[src/rtl/uart_pkg.sv]
// Shared UART definitions.
//   BBITS_DEF / FBITS_DEF / OBITS_DEF : default (and maximum) widths of the
//                                       integer divisor, fractional divisor and
//                                       oversampling-ratio fields.
//   OSR_DEFAULT                       : customary oversampling ratio.
//   cfg_t                             : divisor/ratio configuration, used as the
//                                       shadow register of the baud generator.
//   cfg_illegal()                     : 1 when a configuration cannot produce ticks.
package uart_pkg;

  localparam int BBITS_DEF   = 16;
  localparam int FBITS_DEF   = 4;
  localparam int OBITS_DEF   = 5;
  localparam int OSR_DEFAULT = 16;

  // Fields are sized at the package widths; narrower instances zero-extend.
  typedef struct packed {
    logic [BBITS_DEF-1:0] dvsr_int;
    logic [FBITS_DEF-1:0] dvsr_frac;
    logic [OBITS_DEF-1:0] osr;
  } cfg_t;

  function automatic logic cfg_illegal(input cfg_t cfg);
    return (cfg.dvsr_int < BBITS_DEF'(2)) || (cfg.osr < OBITS_DEF'(2));
  endfunction

endpackage

[src/rtl/frac_tim.sv]
// Reloadable down-counter with optional fractional accumulator.
// alarm is high while the count is zero. When alarm and en are both high
// the counter reloads with period_int + carry - 1, where carry comes from the
// fractional accumulator (acc + period_frac).
// Optional feature macro: BAUD_GEN_FRAC_EN (accumulator present when defined;
// otherwise every period is exactly period_int clocks).
// Ports:
//   clk, rst     : clock, synchronous active-high reset (count and acc to 0)
//   load         : reload count with load_int-1, clear accumulator
//   en           : advance (decrement, or reload on alarm); hold when low
//   load_int     : integer period used by load
//   period_int   : integer period used by alarm reloads
//   period_frac  : fractional period increment (1/2^FBITS clock)
//   alarm        : count is zero
module frac_tim #(
  parameter int BBITS = 16,
  parameter int FBITS = 4
) (
  input  logic             clk,
  input  logic             rst,
  input  logic             load,
  input  logic             en,
  input  logic [BBITS-1:0] load_int,
  input  logic [BBITS-1:0] period_int,
  input  logic [FBITS-1:0] period_frac,
  output logic             alarm
);

  logic [BBITS-1:0] cnt;
  logic             carry;

`ifdef BAUD_GEN_FRAC_EN
  logic [FBITS-1:0] acc;
  logic [FBITS-1:0] acc_nxt;

  assign {carry, acc_nxt} = {1'b0, acc} + {1'b0, period_frac};

  always_ff @(posedge clk) begin
    if (rst || load) begin
      acc <= '0;
    end else if (en && alarm) begin
      acc <= acc_nxt;
    end
  end
`else
  logic unused_frac;
  assign unused_frac = ^period_frac;
  assign carry       = 1'b0;
`endif

  assign alarm = (cnt == '0);

  // Max period is 2^BBITS (int all ones plus carry), so period-1 fits in BBITS.
  always_ff @(posedge clk) begin
    if (rst) begin
      cnt <= '0;
    end else if (load) begin
      cnt <= load_int - 1'b1;
    end else if (en) begin
      if (alarm) begin
        cnt <= period_int - 1'b1 + BBITS'(carry);
      end else begin
        cnt <= cnt - 1'b1;
      end
    end
  end

endmodule

[src/rtl/baud_gen_frac.sv]
// Fractional baud / oversampling tick generator for the UART.
// Produces os_tick with an average period of dvsr_int + dvsr_frac/2^FBITS
// clocks, bd_tick on the last oversampling tick of each bit and mid_tick on
// the mid-bit oversampling tick. restart realigns all phase state.
// Optional feature macro: BAUD_GEN_FRAC_EN (fractional accumulator; when
// undefined dvsr_frac is ignored and every period is exactly dvsr_int).
// Parameters must not exceed the uart_pkg default widths.
// Ports:
//   clk, rst   : clock, synchronous active-high reset
//   en         : run enable; counters hold and ticks are 0 while low
//   restart    : reload configuration and zero all phase state
//   dvsr_int   : integer clocks per oversampling tick (2..2^BBITS-1)
//   dvsr_frac  : fractional clocks per oversampling tick
//   osr        : oversampling ticks per bit (2..2^OBITS-1)
//   os_tick    : oversampling pulse
//   mid_tick   : mid-bit oversampling pulse
//   bd_tick    : last oversampling pulse of each bit
//   cfg_err    : shadowed configuration illegal; ticks forced 0
module baud_gen_frac
  import uart_pkg::*;
#(
  parameter int BBITS = BBITS_DEF,
  parameter int FBITS = FBITS_DEF,
  parameter int OBITS = OBITS_DEF
) (
  input  logic             clk,
  input  logic             rst,
  input  logic             en,
  input  logic             restart,
  input  logic [BBITS-1:0] dvsr_int,
  input  logic [FBITS-1:0] dvsr_frac,
  input  logic [OBITS-1:0] osr,
  output logic             os_tick,
  output logic             mid_tick,
  output logic             bd_tick,
  output logic             cfg_err
);

  cfg_t             shadow;
  cfg_t             cfg_in;
  logic             shadow_load;
  logic             alarm;
  logic [BBITS-1:0] sh_int;
  logic [FBITS-1:0] sh_frac;
  logic [OBITS-1:0] sh_osr;
  logic [OBITS-1:0] osr_last;
  logic [OBITS-1:0] osr_mid;
  logic [OBITS-1:0] ph;

  always_comb begin
    cfg_in           = '0;
    cfg_in.dvsr_int  = BBITS_DEF'(dvsr_int);
    cfg_in.dvsr_frac = FBITS_DEF'(dvsr_frac);
    cfg_in.osr       = OBITS_DEF'(osr);
  end

  // Level-based load: any idle (en=0) cycle picks up the current inputs.
  assign shadow_load = rst | restart | ~en;

  always_ff @(posedge clk) begin
    if (shadow_load) begin
      shadow <= cfg_in;
    end
  end

  always_ff @(posedge clk) begin
    if (rst) begin
      cfg_err <= 1'b0;
    end else if (shadow_load) begin
      cfg_err <= cfg_illegal(cfg_in);
    end
  end

  assign sh_int  = shadow.dvsr_int[BBITS-1:0];
  assign sh_frac = shadow.dvsr_frac[FBITS-1:0];
  assign sh_osr  = shadow.osr[OBITS-1:0];

  // The counter loads from the raw input on restart because the shadow is
  // being written in that same cycle.
  frac_tim #(
    .BBITS (BBITS),
    .FBITS (FBITS)
  ) u_tim (
    .clk         (clk),
    .rst         (rst),
    .load        (restart),
    .en          (en & ~cfg_err),
    .load_int    (dvsr_int),
    .period_int  (sh_int),
    .period_frac (sh_frac),
    .alarm       (alarm)
  );

  assign os_tick  = en & ~restart & ~cfg_err & alarm;
  assign osr_last = sh_osr - 1'b1;
  assign osr_mid  = (sh_osr >> 1) - 1'b1;
  assign bd_tick  = os_tick & (ph == osr_last);
  assign mid_tick = os_tick & (ph == osr_mid);

  always_ff @(posedge clk) begin
    if (rst || restart) begin
      ph <= '0;
    end else if (os_tick) begin
      ph <= (ph == osr_last) ? '0 : ph + 1'b1;
    end
  end

endmodule

[config.mk]
export PLATFORM = sky130hd
export DESIGN_NAME = baud_gen_frac
export DESIGN_NICKNAME = d
export VERILOG_FILES = /design/src/rtl/uart_pkg.sv /design/src/rtl/frac_tim.sv /design/src/rtl/baud_gen_frac.sv
export SDC_FILE = /design/constraint.sdc
export NUM_CORES = 1
export LEC_CHECK = 0
export ABC_AREA = 1
export CELL_PAD_IN_SITES_DETAIL_PLACEMENT = 1
export CELL_PAD_IN_SITES_GLOBAL_PLACEMENT = 1
export CORE_MARGIN = 4
export CORE_UTILIZATION = 42
export CTS_BUF_LIST = sky130_fd_sc_hd__clkbuf_8
export DETAILED_ROUTE_END_ITERATION = 10
export PLACE_DENSITY_LB_ADDON = 0.1
export SYNTH_ARGS = -nofsm -noshare
export SYNTH_HDL_FRONTEND = slang
export SYNTH_SLANG_ARGS = --single-unit
[constraint.sdc]
create_clock -name clk -period 2.8 [get_ports clk]
set_clock_uncertainty 0.15 [all_clocks]
set_input_delay 0.56 -clock clk [delete_from_list [all_inputs] [get_ports clk]]
set_output_delay 0.56 -clock clk [all_outputs]
set_load 0.02 [all_outputs]
Word-level counts from Yosys, hierarchy flattened. Cells that the tools add are included.

Logic and storage cells: 34. Bits in registers: 43. Output and inout bits: 4.

Bitwise logic cells: 11. Mux-type cells: 4. Eq/ne operators: 2. Magnitude comparators: 2. Reduce and logical (&&, ||, !) cells: 4. $add $sub $neg: 6.

Operators with widths (count): $mux 16 (3); $sub 16x1->16 const B (3); $logic_not 16->1 (1); $lt 16x2->1 const B (1); $eq 5x5->1 (2); $and 1x1->1 (6); $add 5x1->5 const B (1); $lt 5x2->1 const B (1); $mux 5 (1); $sub 4x1->5 const B (1); $sub 5x1->5 const B (1); $not 1->1 (3); $logic_or 1x1->1 (2); $or 1x1->1 (2); $reduce_bool 2->1 (1).

Logic depth before layout (Yosys ltp). Gate-level depths: netlist (run 1).

Word-level depth: 5. Mapped depth: 17.

By module. From an unflattened synthesis (run 1), not the netlist that was laid out.

Cells, all modules: 393. Area, all modules: 2995.4 um^2.

By module, submodules not included: frac_tim (cells an instance 248, times used 1, area each 1550.2 um^2, sequential area each 320.3 um^2); baud_gen_frac (cells an instance 145, times used 1, area each 1445.1 um^2, sequential area each 870.8 um^2).

Worst setup path after synthesis (run 1). OpenSTA, ideal clock, no wires.

Kind: flip-flop to output port. Start point: reg shadow, in the netlist sh_osr[1]. End point: out mid_tick. Buffers on the path: 0. Slack: 425 ps. Arrival time: 1665 ps. Cell stages (with the launch flop): 7. Data required time: 2090 ps. Cells stage by stage: edfxtp_1 > inv_1 > ha_1 > xnor2_1 > a21oi_1 > nand3_1 > nor4_1.

Longest elaborated chain between the ends: 3.

Ends and longest elaborated chain: start, declared (line baud_gen_frac.sv:39) `cfg_t shadow;`; start signal, assigned (line baud_gen_frac.sv:62) `shadow <= cfg_in;`; $sub 4x1->5 (line baud_gen_frac.sv:96) `assign osr_mid = (sh_osr >> 1) - 1'b1;`; $eq 5x5->1 (line baud_gen_frac.sv:98) `assign mid_tick = os_tick & (ph == osr_mid);`; $and 1x1->1 (line baud_gen_frac.sv:98); end, declared (line baud_gen_frac.sv:34) `output logic mid_tick,`.

No other way between the ends.

Final worst setup path (run 1).
Start point: in en. End point: out os_tick.

Longest elaborated chain between the ends: 3.

Ends and longest elaborated chain: start, declared (line baud_gen_frac.sv:28) `input logic en,`; $and 1x1->1 (3 in a row) (line baud_gen_frac.sv:94) `assign os_tick = en & ~restart & ~cfg_err & alarm;`; end, declared (line baud_gen_frac.sv:33) `output logic os_tick,`.

No other way between the ends.

==> results of run 1 <==
-- state kept, by name, summed over array words and instances, names as in the netlist --
register / count
ph: 5
sh_int: 16
sh_osr: 5
cfg_err: 1
u_tim.cnt: 16
-- report_power, final --
| group | internal (mW) | switching (mW) | leakage [nW] | total (mW) |
|---|---|---|---|---|
| combinational | 0.145 | 0.201 | 0.965 | 0.346 |
| sequential | 0.711 | 0.0341 | 0.400 | 0.745 |
| clock | 0.167 | 0.217 | 0.0444 | 0.384 |
-- what timing repair did --
item / CTS / global route
setup endpoints to repair: 3 / 2
resized for setup: 4 / 4
cloned: 0 / 0
pin swaps: 0 / 0
-- Yosys cell counts --
cell and count:
sky130_fd_sc_hd__xnor2_1 10, sky130_fd_sc_hd__o21a_1 2, sky130_fd_sc_hd__o21ai_1 2, sky130_fd_sc_hd__or2_0 5
sky130_fd_sc_hd__nor3_1 1, sky130_fd_sc_hd__o211ai_1 2, sky130_fd_sc_hd__or4_1 1, sky130_fd_sc_hd__xor2_1 4
sky130_fd_sc_hd__o21ai_0 17, sky130_fd_sc_hd__clkbuf_1 5, sky130_fd_sc_hd__a311oi_1 1, sky130_fd_sc_hd__nand3_1 38
sky130_fd_sc_hd__nand3b_1 5, sky130_fd_sc_hd__nor2_4 2, sky130_fd_sc_hd__nand3_2 1, sky130_fd_sc_hd__nor2_2 6
sky130_fd_sc_hd__o221ai_1 1, sky130_fd_sc_hd__nand4_1 3, sky130_fd_sc_hd__or2_2 4, sky130_fd_sc_hd__nand2_1 55
sky130_fd_sc_hd__mux2i_1 1, sky130_fd_sc_hd__nand2_2 15, sky130_fd_sc_hd__buf_2 1, sky130_fd_sc_hd__o31ai_1 1
sky130_fd_sc_hd__inv_1 49, sky130_fd_sc_hd__nand2_4 1, sky130_fd_sc_hd__ha_1 5, sky130_fd_sc_hd__nor4_1 4
sky130_fd_sc_hd__or2_1 4, sky130_fd_sc_hd__buf_6 3, sky130_fd_sc_hd__a31oi_1 2, sky130_fd_sc_hd__nor2_1 35
sky130_fd_sc_hd__a21oi_1 14, sky130_fd_sc_hd__dfxtp_1 22, sky130_fd_sc_hd__edfxtp_1 21, sky130_fd_sc_hd__inv_2 3
sky130_fd_sc_hd__nor3b_1 2, sky130_fd_sc_hd__o21bai_1 3
-- per-layer routing --
layer	share of wire [%]	global-route usage (%)	wire length (um)
met1	49	28.94	3622
met2	45	34.45	3351
met3	4.9	4.233	365
met4	1.2	5.858	91
met5	0	0	0
-- worst paths after layout --
check	start	end	slack, ns	cells past startpoint
min reg2reg	u_tim.cnt[4]	u_tim.cnt[4]	0.37	2
max	en	os_tick	0.12	7
min	u_tim.cnt[4]	u_tim.cnt[4]	0.37	2
max reg2reg	u_tim.cnt[7]	u_tim.cnt[14]	0.46	16
-- cell type report --
cell class	count	area [um^2]	area share (%)
Clock buffer	5	68.82	2.155
Clock inverter	3	11.26	0.3527
Inverter	52	195.2	6.113
Multi-Input combinational cell	247	1344	42.08
Sequential cell	43	1071	33.54
Tap cell	75	93.84	2.939
Timing Repair Buffer	45	409.1	12.81
-- kinds of logic after synthesis --
family / count (synthesis)
flops: 43
buf+inv: 61
xor+xnor: 14
mux: 1
compound gates: 45
fa+ha+maj: 5
simple gates: 182
-- stage by stage --
stage | hold WS (ns) | power, mW | TNS [ns]
after detailed placement | 0.3513 | 1.105 | -0.5514
after floorplan | 0.3024 | 0.9741 | 0
after global routing | 0.4011 | 1.570 | -0.02418
final | 0.3703 | 1.475 | 0
after CTS | 0.3681 | 1.490 | 0
after global placement | 0.3349 | 1.093 | -0.3886
-- worst reg2reg max path: stages (launching register included) --
cell,delay [ns]
sky130_fd_sc_hd__dfxtp_1,0.38
sky130_fd_sc_hd__nor2_1,0.06
sky130_fd_sc_hd__nand2_1,0.12
sky130_fd_sc_hd__nor2_2,0.06
sky130_fd_sc_hd__nand2_1,0.09
sky130_fd_sc_hd__nor2_1,0.05
sky130_fd_sc_hd__nor2_1,0.15
sky130_fd_sc_hd__nor2_1,0.06
sky130_fd_sc_hd__nor2_1,0.16
sky130_fd_sc_hd__ha_1,0.21
sky130_fd_sc_hd__nand2_2,0.09
sky130_fd_sc_hd__nor2_1,0.17
sky130_fd_sc_hd__nand2_1,0.11
sky130_fd_sc_hd__o21bai_1,0.17
sky130_fd_sc_hd__nand3_1,0.11
sky130_fd_sc_hd__nand2_1,0.08
sky130_fd_sc_hd__inv_1,0.03
==> results.json, run 1 <==
{
  "leftover_overflow_at_the_end_of_global_routing": 0,
  "floorplan.die_area_um2": 7690,
  "final_antenna_net_count": 0,
  "slowest_delay_ns": 0.48,
  "synthSimpleGateAreaFrac_pct": 33.49,
  "grt_pass1_wl_um": 12340,
  "cp-start-kind": "input pin",
  "cell_types_occupying_the_most_area_after_synthesis": "sky130_fd_sc_hd__edfxtp_1 24%, sky130_fd_sc_hd__dfxtp_1 17%, sky130_fd_sc_hd__nand2_1 7.7%, sky130_fd_sc_hd__nand3_1 7.1%, sky130_fd_sc_hd__inv_1 6.9%",
  "post_synth_num_cell_types": 38,
  "path_cells": "clkdlybuf4s50_1, nand2_1, nor2_1, nand2_1, buf_4, inv_1, dlygate4sd2_1",
  "post_synth_inst_count": 351,
  "critical_path_slowest_stage_cell": "sky130_fd_sc_hd__clkdlybuf4s50_1",
  "postSynthAreaPerCell_um2": 7.600,
  "crit_path_max_fanout": 6,
  "fin_crit_sh_pct": 95.73,
  "cts_tree": "built",
  "hold_class": "reg -> reg",
  "power.ir.vdd_worst_mv": 0.2700,
  "cts-root-to-sink-buffers": 2,
  "synth.yosys.warnings": 0,
  "outcome": "finished clean",
  "required_ns": 2.09,
  "floorplan.die.width_um": 87.70,
  "core_um2": 6026,
  "syn-cell-area_um2": 2668,
  "placementRows": 28,
  "max_clock_freq_mhz": 373.1,
  "antenna_found_initial": 0,
  "timing.max_slew.rel_slack_pct": 69.40,
  "drc": 0,
  "crit_type": "in -> out",
  "routabilityCongestion": 0.8601,
  "synth-seq-area-share_pct": 40.15,
  "count_of_placed_standard_cells_including_taps": 462,
  "routed-via-count": 2419,
  "final_layout_size_suffix_gt1_share_pct": 14.18,
  "synth_top_family_by_area": "simple AND/OR/NAND/NOR gates",
  "numCtsBuffers": 5,
  "period_needed_ns": 2.680,
  "cts.reportedPaths.clkPinSlew_ns": 0.08,
  "detail_route.wl_per_cell_um": 15.81,
  "tightest_slew_ns": 0.4586,
  "final_cell_count_no_fill": 470,
  "power.density_cell_area_nw_per_um2": 462.0,
  "dieHeight_um": 87.70,
  "first_global_vias": 2436,
  "synthesis_stage_register_bit_count": 43,
  "power_leakage_nw": 1.409,
  "layout.nets": 428,
  "setup_violations": 0,
  "dr.first_iter.drc_count": 100,
  "portBuffers": 28,
  "postLayoutCoreUtil_pct": 52.99,
  "critical-path-top-delay-family": "buffers and inverters",
  "drtPass1Iterations": 4,
  "layout.cells.most_common": "sky130_fd_sc_hd__nand2_1",
  "synthXorXnorAreaFrac_pct": 4.597,
  "post_synth_fa_ha_maj_area_fraction_pct": 2.345,
  "postLayoutSetupSlackWorst_ns": 0.1196,
  "drv.max_cap_violation_count": 0,
  "nFillCells": 737,
  "cts-root-buf": "sky130_fd_sc_hd__clkbuf_8",
  "multiplexer_share_of_the_synthesized_area_pct": 0.3752,
  "track_usage_pct": 21.28,
  "synthesis.nets": 385,
  "timing.final.max_slew_violations": 0,
  "most-common-layout-cells": "55 x sky130_fd_sc_hd__nand2_1, 50 x sky130_fd_sc_hd__inv_1, 38 x sky130_fd_sc_hd__nand3_1",
  "compound_gate_portion_of_the_synthesized_area_pct": 9.568,
  "fraction_of_synthesized_cell_area_taken_by_the_top_area_cell_type_pct": 23.64,
  "cts_num_sinks": 43,
  "area_growth_syn_to_layout_pct": 19.70,
  "design_area_um2": 3193,
  "cts_hold_buffers_added": 0,
  "grt_setup_unrepaired": "true",
  "antennaDiodeCount": 0,
  "grt_max_degree": 31,
  "place_ws_ns": -0.2195,
  "placed_cell_area_um2": 3124,
  "cp_data_arrival_time_ns": 1.97,
  "yosysTopAreaCell": "sky130_fd_sc_hd__edfxtp_1",
  "htreeDepth": 2,
  "critical_path.n_buffers_inverters": 4,
  "clock_latency_at_the_later_pin_of_the_worst_skew_pair_ns": 0.31,
  "io_pins": 33,
  "initial_utilization_pct": 44.27,
  "finalHoldViolations": 0,
  "post-dp-hpwl_um": 5956,
  "vias_per_cell": 5.147,
  "critPathCaptureType": "output port",
  "post_cts_setup_inserts": 0,
  "drt_wl_total_um": 7430,
  "path_common_cell": "sky130_fd_sc_hd__nand2_1"
}
Note: power is estimated with default switching activity, not from simulation.
==> run 2, diff against run 1 <==
--- a/config.mk
+++ b/config.mk
@@ -13,6 +13,7 @@
 export CTS_BUF_LIST = sky130_fd_sc_hd__clkbuf_8
 export DETAILED_ROUTE_END_ITERATION = 10
 export PLACE_DENSITY_LB_ADDON = 0.1
+export SKIP_CTS_REPAIR_TIMING = 1
 export SYNTH_ARGS = -nofsm -noshare
 export SYNTH_HDL_FRONTEND = slang
 export SYNTH_SLANG_ARGS = --single-unit
==> run 2 against run 1 <==
Register-to-register slack about the same. Wire length shrank 0.19%. Sequential share of layout area shrank 0.12 points. Critical path type is now reg -> out. Largest power group unchanged. First-iteration DRC count shrank 5.0%. Non-clock buffer count unchanged. Global-route usage did not move. Core utilization is 0.19 points higher.
==> results.json, run 2 (synthesis gave the netlist of run 1 again) <==
{
  "path_cells": "inv_1, ha_1, xnor2_1, a21oi_1, o21a_1, nand3_1, nor2_1, clkbuf_2",
  "detail_route.wl_per_cell_um": 15.78,
  "routed-via-count": 2411,
  "drt_wl_total_um": 7416,
  "drc": 0,
  "io_pins": 33,
  "setup_violations": 0,
  "htreeDepth": 2,
  "cts_tree": "built",
  "post-dp-hpwl_um": 5956,
  "cts.reportedPaths.clkPinSlew_ns": 0.08,
  "layout.cells.most_common": "sky130_fd_sc_hd__nand2_1",
  "nFillCells": 736,
  "critical-path-top-delay-family": "flip-flops",
  "postLayoutCoreUtil_pct": 53.18,
  "drtPass1Iterations": 4,
  "cts-root-to-sink-buffers": 2,
  "crit_path_max_fanout": 3,
  "layout.nets": 428,
  "numCtsBuffers": 5,
  "final_layout_size_suffix_gt1_share_pct": 13.92,
  "outcome": "finished clean",
  "area_growth_syn_to_layout_pct": 20.12,
  "crit_type": "reg -> out",
  "floorplan.die.width_um": 87.70,
  "placementRows": 28,
  "power_leakage_nw": 1.441,
  "final_cell_count_no_fill": 470,
  "power.density_cell_area_nw_per_um2": 460.9,
  "antenna_found_initial": 0,
  "cp_data_arrival_time_ns": 1.95,
  "max_clock_freq_mhz": 375.3,
  "critical_path_slowest_stage_cell": "sky130_fd_sc_hd__edfxtp_1",
  "count_of_placed_standard_cells_including_taps": 462,
  "cts_num_sinks": 43,
  "period_needed_ns": 2.665,
  "tightest_slew_ns": 0.4586,
  "vias_per_cell": 5.130,
  "cts-root-buf": "sky130_fd_sc_hd__clkbuf_8",
  "grt_pass1_wl_um": 12340,
  "timing.max_slew.rel_slack_pct": 69.39,
  "routabilityCongestion": 0.8601,
  "floorplan.die_area_um2": 7690,
  "first_global_vias": 2436,
  "grt_setup_unrepaired": "true",
  "slowest_delay_ns": 0.43,
  "initial_utilization_pct": 44.27,
  "fin_crit_sh_pct": 95.16,
  "finalHoldViolations": 0,
  "drv.max_cap_violation_count": 0,
  "hold_class": "reg -> reg",
  "critPathCaptureType": "output port",
  "total_power_mw": 1.477,
  "leftover_overflow_at_the_end_of_global_routing": 0,
  "required_ns": 2.09,
  "clock_latency_at_the_later_pin_of_the_worst_skew_pair_ns": 0.31,
  "dr.first_iter.drc_count": 95,
  "timing.final.max_slew_violations": 0,
  "most-common-layout-cells": "55 x sky130_fd_sc_hd__nand2_1, 50 x sky130_fd_sc_hd__inv_1, 38 x sky130_fd_sc_hd__nand3_1",
  "grt_max_degree": 31,
  "power.ir.vdd_worst_mv": 0.2710,
  "track_usage_pct": 21.28,
  "portBuffers": 28,
  "dieHeight_um": 87.70,
  "critical_path.n_buffers_inverters": 2,
  "antennaDiodeCount": 0,
  "cp-start-kind": "flop",
  "worst_hold_slack_ns": 0.3706,
  "final_antenna_net_count": 0,
  "core_um2": 6026
}
run 2: layout make-up:
type	count	area (um^2)	share of cell area, %
multi-input cells	247	1344	41.94
flip-flops and latches	43	1071	33.42
repair buffers	45	420.4	13.12
inverters	52	195.2	6.091
well taps	75	93.84	2.929
clock buffers	5	68.82	2.148
clock inverters	3	11.26	0.3514
run 2: worst paths after layout:
check                                  start       endpoint  slack [ns]  depth (start not counted)
worst min-delay path            u_tim.cnt[4]   u_tim.cnt[4]        0.37                          2
worst max register to register  u_tim.cnt[7]  u_tim.cnt[14]        0.47                         16
worst max-delay path               sh_osr[0]        bd_tick        0.14                          8
worst min register to register  u_tim.cnt[4]   u_tim.cnt[4]        0.37                          2
run 2: report_power, final:
| part | leakage (nW) | internal, mW | switching, mW |
|---|---|---|---|
| sequential | 0.400 | 0.711 | 0.0340 |
| combinational | 0.997 | 0.145 | 0.201 |
| clock | 0.0444 | 0.167 | 0.219 |
| total | 1.44 | 1.02 | 0.454 |
run 2: per-layer routing:
metal / part of all wire (%) / vias to the layer above / GRT usage, %
met4: 1.2 / 0 / 5.858
met3: 3.7 / 9 / 4.233
met2: 45 / 35 / 34.45
li1: - / 1228 / -
met5: 0 / - / 0
met1: 50 / 1139 / 28.94
run 2: stage by stage:
stage                     worst slack, ns  setup TNS, ns  instance area, um^2
after CTS                         -0.2963        -0.7498                 3204
after global placement            -0.1968        -0.3886                 3124
after floorplan                    0.4246              0                 2668
after global routing             -0.02418       -0.02418                 3204
after detailed placement          -0.2195        -0.5514                 3124
final                              0.1355              0                 3204
run 2: worst register-to-register path: cells and delay by family (launching register included):
family	cells	cell delay, ns
simple gates	13	1.31
flops	1	0.38
fa+ha+maj	1	0.21
compound gates	1	0.17
buf+inv	1	0.03
==> edit 1, RTL diff (settings of run 2) <==
Build with the macro `BAUD_GEN_FRAC_EN` defined.
--- a/src/rtl/frac_tim.sv
+++ b/src/rtl/frac_tim.sv
@@ -13,4 +13,6 @@
 //   period_frac  : fractional period increment (1/2^FBITS clock)
 //   alarm        : count is zero
+`define BAUD_GEN_FRAC_EN
+
 module frac_tim #(
   parameter int BBITS = 16,
Function: changed (Yosys sat finds a counterexample within 4 cycles, from zero or initial values and one cycle with rst high).
==> edit 1 against run 2 <==
  * Combinational power grew 58%
  * Hold slack got worse by 0.024 ns
  * Total power rose by 29%
  * Setup slack improved by 0.010 ns
  * Highest routed layer unchanged
  * Synthesized area up 45%
  * Wire length rose by 63%
  * Via count increased by 56%
  * Design area is 41% higher
  * Non-clock buffer count rose by 5
  * Die area rose by 40%
  * Largest power group unchanged
  * Count of clock-buffer cells in the layout unchanged
  * Sequential share of layout area fell by 5.3 points
  * Sequential cell count increased by 8
==> edit 1: results (changes against run 2) <==
Routing
  • DRC marker count from the first detailed-route iteration: 183 (was 95)
  • Routed length per instance: 17.27 µm (was 15.78 µm)
  • Via count: 3767 (was 2411)
  • Drt pass-1 iters: 4 (unchanged)

Synth
  • Synth Flop Type: dfxtp_1 (unchanged)
  • Area contributors post-synth: edfxtp_1 19%, dfxtp_1 13%, nand2_1 12% (was edfxtp_1 24%, dfxtp_1 17%, nand2_1 7.7%)
  • Post-Syn Instances: 543 (was 351)
  • Number of synthesized flops with an enable pin: 25 (was 21)
  • Yosys cell types: 37 (was 38)
  • Post-synth net total: 586 (was 385)
  • Async S/R FF share, synth: 0 (unchanged)
  • Synth cell count leaders: 124 x nand2_1, 70 x nor2_1, 69 x inv_1 (was 55 x nand2_1, 49 x inv_1, 38 x nand3_1)
  • YS warnings: 0 (unchanged)
  • Sequential area share after synthesis: 0.3295 (was 0.4015)

Clocking
  • Clock H-tree levels: 2 (unchanged)
  • Clock Path Buffers: 2 (unchanged)
  • Num CTS Buffers: 5 (unchanged)
  • Clock latency at the later pin of the worst-skew pair: 0.31 ns (about the same)
  • Root Buffer: clkbuf_8 (unchanged)
  • Clk slew on worst S/H paths: 0.10 ns (was 0.08 ns)

Placement
  • Port Buf Inserts: 32 (was 28)
  • GP Congestion: 0.8788 (was 0.8601)
  • Pre-CTS WS: -0.1598 ns (was -0.2195 ns)
  • # placed instances: 693 (was 462)
  • Placed cell areas: 0.004399 mm² (was 0.003124 mm²)
  • Hpwl dp: 9.912 mm (was 5.956 mm)

Global routing
  • First-pass GRT wire length: 19.71 mm (was 12.34 mm)
  • Initial antenna violation count: 0 (unchanged)
  • Largest net degree at the start of global routing: 27 (was 31)
  • Total GRT Usage: 0.2260 (was 0.2128)
  • Vias in the first global route: 3903 (was 2436)

Hold path
  • Hold Path Origin: ph[4] (was u_tim.cnt[4])
  • Worst hold path class: flip-flop to flip-flop (unchanged)

Finish
  • FILL cells: 1164 (was 736)
  • # nets final: 635 (was 428)
  • Fin cells: 701 (was 470)
  • Share of cells above drive strength 1: 0.1349 (was 0.1392)
  • Antenna cells: 0 (unchanged)

Timing
  • Worst-Margin Slew: 0.4097 ns (was 0.4586 ns)

Critical path
  • Arrival @ worst endpoint: 1.94 ns
  • Crit path launch: u_tim.cnt[0] (was sh_osr[0])
  • Crit path max fanout: 4 (was 3)
  • RR Startpoint: u_tim.acc[0] (was u_tim.cnt[7])

Power
  • Worst VDD drop: 213.1 µV (was 271.0 µV)
  • Pleak: 1.963 nW (was 1.441 nW)

Run status
  • Outcome: finished clean (unchanged)
-- edit 1: changes by cell type in the layout (fill, tap and decap cells not counted), sizes merged, moves of 10 or more --
cell	run 2	this run
nand3	39	67
inv	53	73
nor2	43	92
a21oi	14	28
or2	13	0
nand2	71	133
xor2	4	14
-- edit 1: routing by layer --
layer,share of wire,track usage,vias to the layer above
met5,0,0,-
met2,0.51,0.4169,61
met4,0.018,0.06173,0
met1,0.44,0.2708,1835
met3,0.033,0.03545,15
li1,-,-,1856
-- edit 1: final timing paths --
path | end | slack (ns) | depth (start not counted)
max | mid_tick | 0.15 | 9
min | ph[4] | 0.35 | 2
max reg2reg | u_tim.cnt[14] | 0.19 | 14
min reg2reg | ph[4] | 0.35 | 2
-- edit 1: kinds of logic (layout without fill, tap and decap cells) --
| family | count (synthesis) | in the layout | share of synthesized area |
|---|---|---|---|
| AND/OR/NAND/NOR | 312 | 312 | 0.3977 |
| buffers and inverters | 80 | 130 | 0.08303 |
| AO/OA/AOI/OAI | 64 | 64 | 0.09245 |
| flip-flops | 51 | 51 | 0.3295 |
| XOR/XNOR | 22 | 22 | 0.04995 |
| adder cells (fa/ha/maj) | 14 | 14 | 0.04736 |
-- edit 1: cell type report --
cell class / count / area, µm² / share of cell area
clock inverter: 3 / 26.28 / 0.005817
timing repair buffer: 50 / 455.4 / 0.1008
clock buffer: 5 / 68.82 / 0.01524
inverter: 72 / 271.5 / 0.06011
sequential: 51 / 1271 / 0.2814
tap: 108 / 135.1 / 0.02992
multi-input combinational: 412 / 2288 / 0.5066
-- edit 1: power breakdown --
group	switching [mW]	internal (mW)	leakage, nW
combinational	0.337	0.210	1.44
clock	0.275	0.185	0.0491
sequential	0.0561	0.840	0.473
-- edit 1: worst max-delay path: stages, from the launching register on --
cell and delay (ns):
dfxtp_1 0.33, inv_1 0.13, ha_1 0.27, nand3_1 0.11, nor2_1 0.18, nand3_4 0.10, clkinv_2 0.08, nand2_4 0.05
nor3_2 0.15, dlymetal6s2s_1 0.23
==> edit 2, RTL diff (settings of run 2) <==
Without the edit above. Register the outputs `mid_tick` and `bd_tick`, cleared by the reset; this adds one clock of latency there. The other outputs are not delayed to match.
--- a/src/rtl/baud_gen_frac.sv
+++ b/src/rtl/baud_gen_frac.sv
@@ -95,6 +95,13 @@
   assign osr_last = sh_osr - 1'b1;
   assign osr_mid  = (sh_osr >> 1) - 1'b1;
-  assign bd_tick  = os_tick & (ph == osr_last);
-  assign mid_tick = os_tick & (ph == osr_mid);
+  always_ff @(posedge clk) begin
+    if (rst) begin
+      mid_tick <= '0;
+      bd_tick  <= '0;
+    end else begin
+      mid_tick <= os_tick & (ph == osr_mid);
+      bd_tick  <= os_tick & (ph == osr_last);
+    end
+  end
 
   always_ff @(posedge clk) begin
Behaviour: not the same (Yosys sat finds a counterexample within 4 cycles, from zero or initial values and one cycle with rst high).
==> edit 2 against run 2 <==
  * Design area increased by 0.90%
  * Wire length decreased by 0.81%
  * Combinational power fell by 5%
  * Clock power grew 52%
  * Sequential cell count increased by 2
  * Maximum frequency is 9.1% higher
  * Total power increased by 14%
  * Sequential power rose by 3.6%
  * Synthesized area is 1.3% higher
  * Sequential share of layout area is 0.94 points higher
  * Setup slack improved by 0.22 ns
  * Synthesized cell count is 1.7% higher
  * Largest cell class unchanged
==> edit 2: results (changes against run 2) <==
Synth
  • Compound-gate portion of the synthesized area: 0.09306 (was 0.09568)
  • Synth cell count leaders: 62 x nand2_1, 49 x inv_1, 38 x nor2_1 (was 55 x nand2_1, 49 x inv_1, 38 x nand3_1)
  • Yosys cell types: 37 (was 38)
  • Synth Area in Adders: 0.02315 (was 0.02345)
  • Proportion of synthesized area in mux cells: 0.003704 (was 0.003752)
  • Post-Syn Instances: 357 (was 351)
  • Sequential area share after synthesis: 0.4111 (was 0.4015)
  • Post-synth net total: 391 (was 385)
  • Area contributors post-synth: edfxtp_1 23%, dfxtp_1 18%, nand2_1 8.6% (was edfxtp_1 24%, dfxtp_1 17%, nand2_1 7.7%)

Routing
  • Final WL: 7.356 mm (was 7.416 mm)
  • DR WL met3: 293 µm (was 278 µm)
  • Met1 wire length: 3.427 mm (was 3.724 mm)
  • Met2 wire len: 3.505 mm (was 3.322 mm)
  • DRC marker count from the first detailed-route iteration: 91 (was 95)

Critical path
  • Crit-path max cell delay: 0.52 ns (was 0.43 ns)
  • Crit path launch: restart (was sh_osr[0])
  • CP top delay family: simple AND/OR/NAND/NOR gates (was flip-flops)
  • Crit path max fanout: 14 (was 3)
  • Slowest stage cell, crit path: clkdlybuf4s50_1 (was edfxtp_1)
  • RR Startpoint: u_tim.cnt[11] (was u_tim.cnt[7])
  • Arrival @ worst endpoint: 2.50 ns (was 1.95 ns)
  • Reg-to-reg slack, setup: 0.54 ns (was 0.47 ns)
  • Crit Path Class: input pin to flip-flop (was flip-flop to output pin)

Finish
  • Fin cells: 468 (was 470)
  • # nets final: 426 (was 428)

Global routing
  • Total GRT Usage: 0.2082 (was 0.2128)
  • Routing usage on met3: 0.03073 (was 0.04233)
  • Met1 Use GR: 0.2623 (was 0.2894)
  • Vias in the first global route: 2617 (was 2436)

Hold path
  • Hold EP: u_tim.cnt[4] (unchanged)

Power
  • Pleak: 1.434 nW (was 1.441 nW)
  • Comb power: 0.330 mW (was 0.346 mW)
  • Worst VDD drop: 345.2 µV (was 271.0 µV)
  • Clock power share: 0.347 (was 0.262)
  • Switching Fraction: 0.2735 (was 0.3075)

Timing
  • Final Hold Viols: 0 (unchanged)
  • Slew margin rel.: 0.6587 (was 0.6939)
  • Final hold slack: 0.3688 ns (was 0.3706 ns)

Placement
  • Hpwl dp: 5.667 mm (was 5.956 mm)
  • # placed instances: 460 (was 462)
  • GP Congestion: 0.8881 (was 0.8601)

Clocking
  • Num CTS Buffers: 5 (unchanged)

Run status
  • Outcome: finished clean (unchanged)
[edit 2: area by class of cell]
cell class	instances	area [µm²]
multi-input cells	251	1336
well taps	75	93.84
clock inverters	3	65.06
inverters	52	195.2
fillers	779	2863
clock buffers	5	68.82
repair buffers	37	362.8
flip-flops and latches	45	1111
[edit 2: stage by stage]
stage / setup slack [ns] / cell area (µm²) / TNS, ns / power, mW
2_1_floorplan: 0.7930 / 2703 / 0 / 0.9965
3_3_place_gp: 0.05518 / 3097 / 0 / 1.104
3_5_place_dp: 0.008408 / 3097 / 0 / 1.116
4_1_cts: -0.00006128 / 3231 / -0.00006128 / 1.712
5_1_grt: 0.1130 / 3233 / 0 / 1.785
6_report: 0.3587 / 3233 / 0 / 1.688
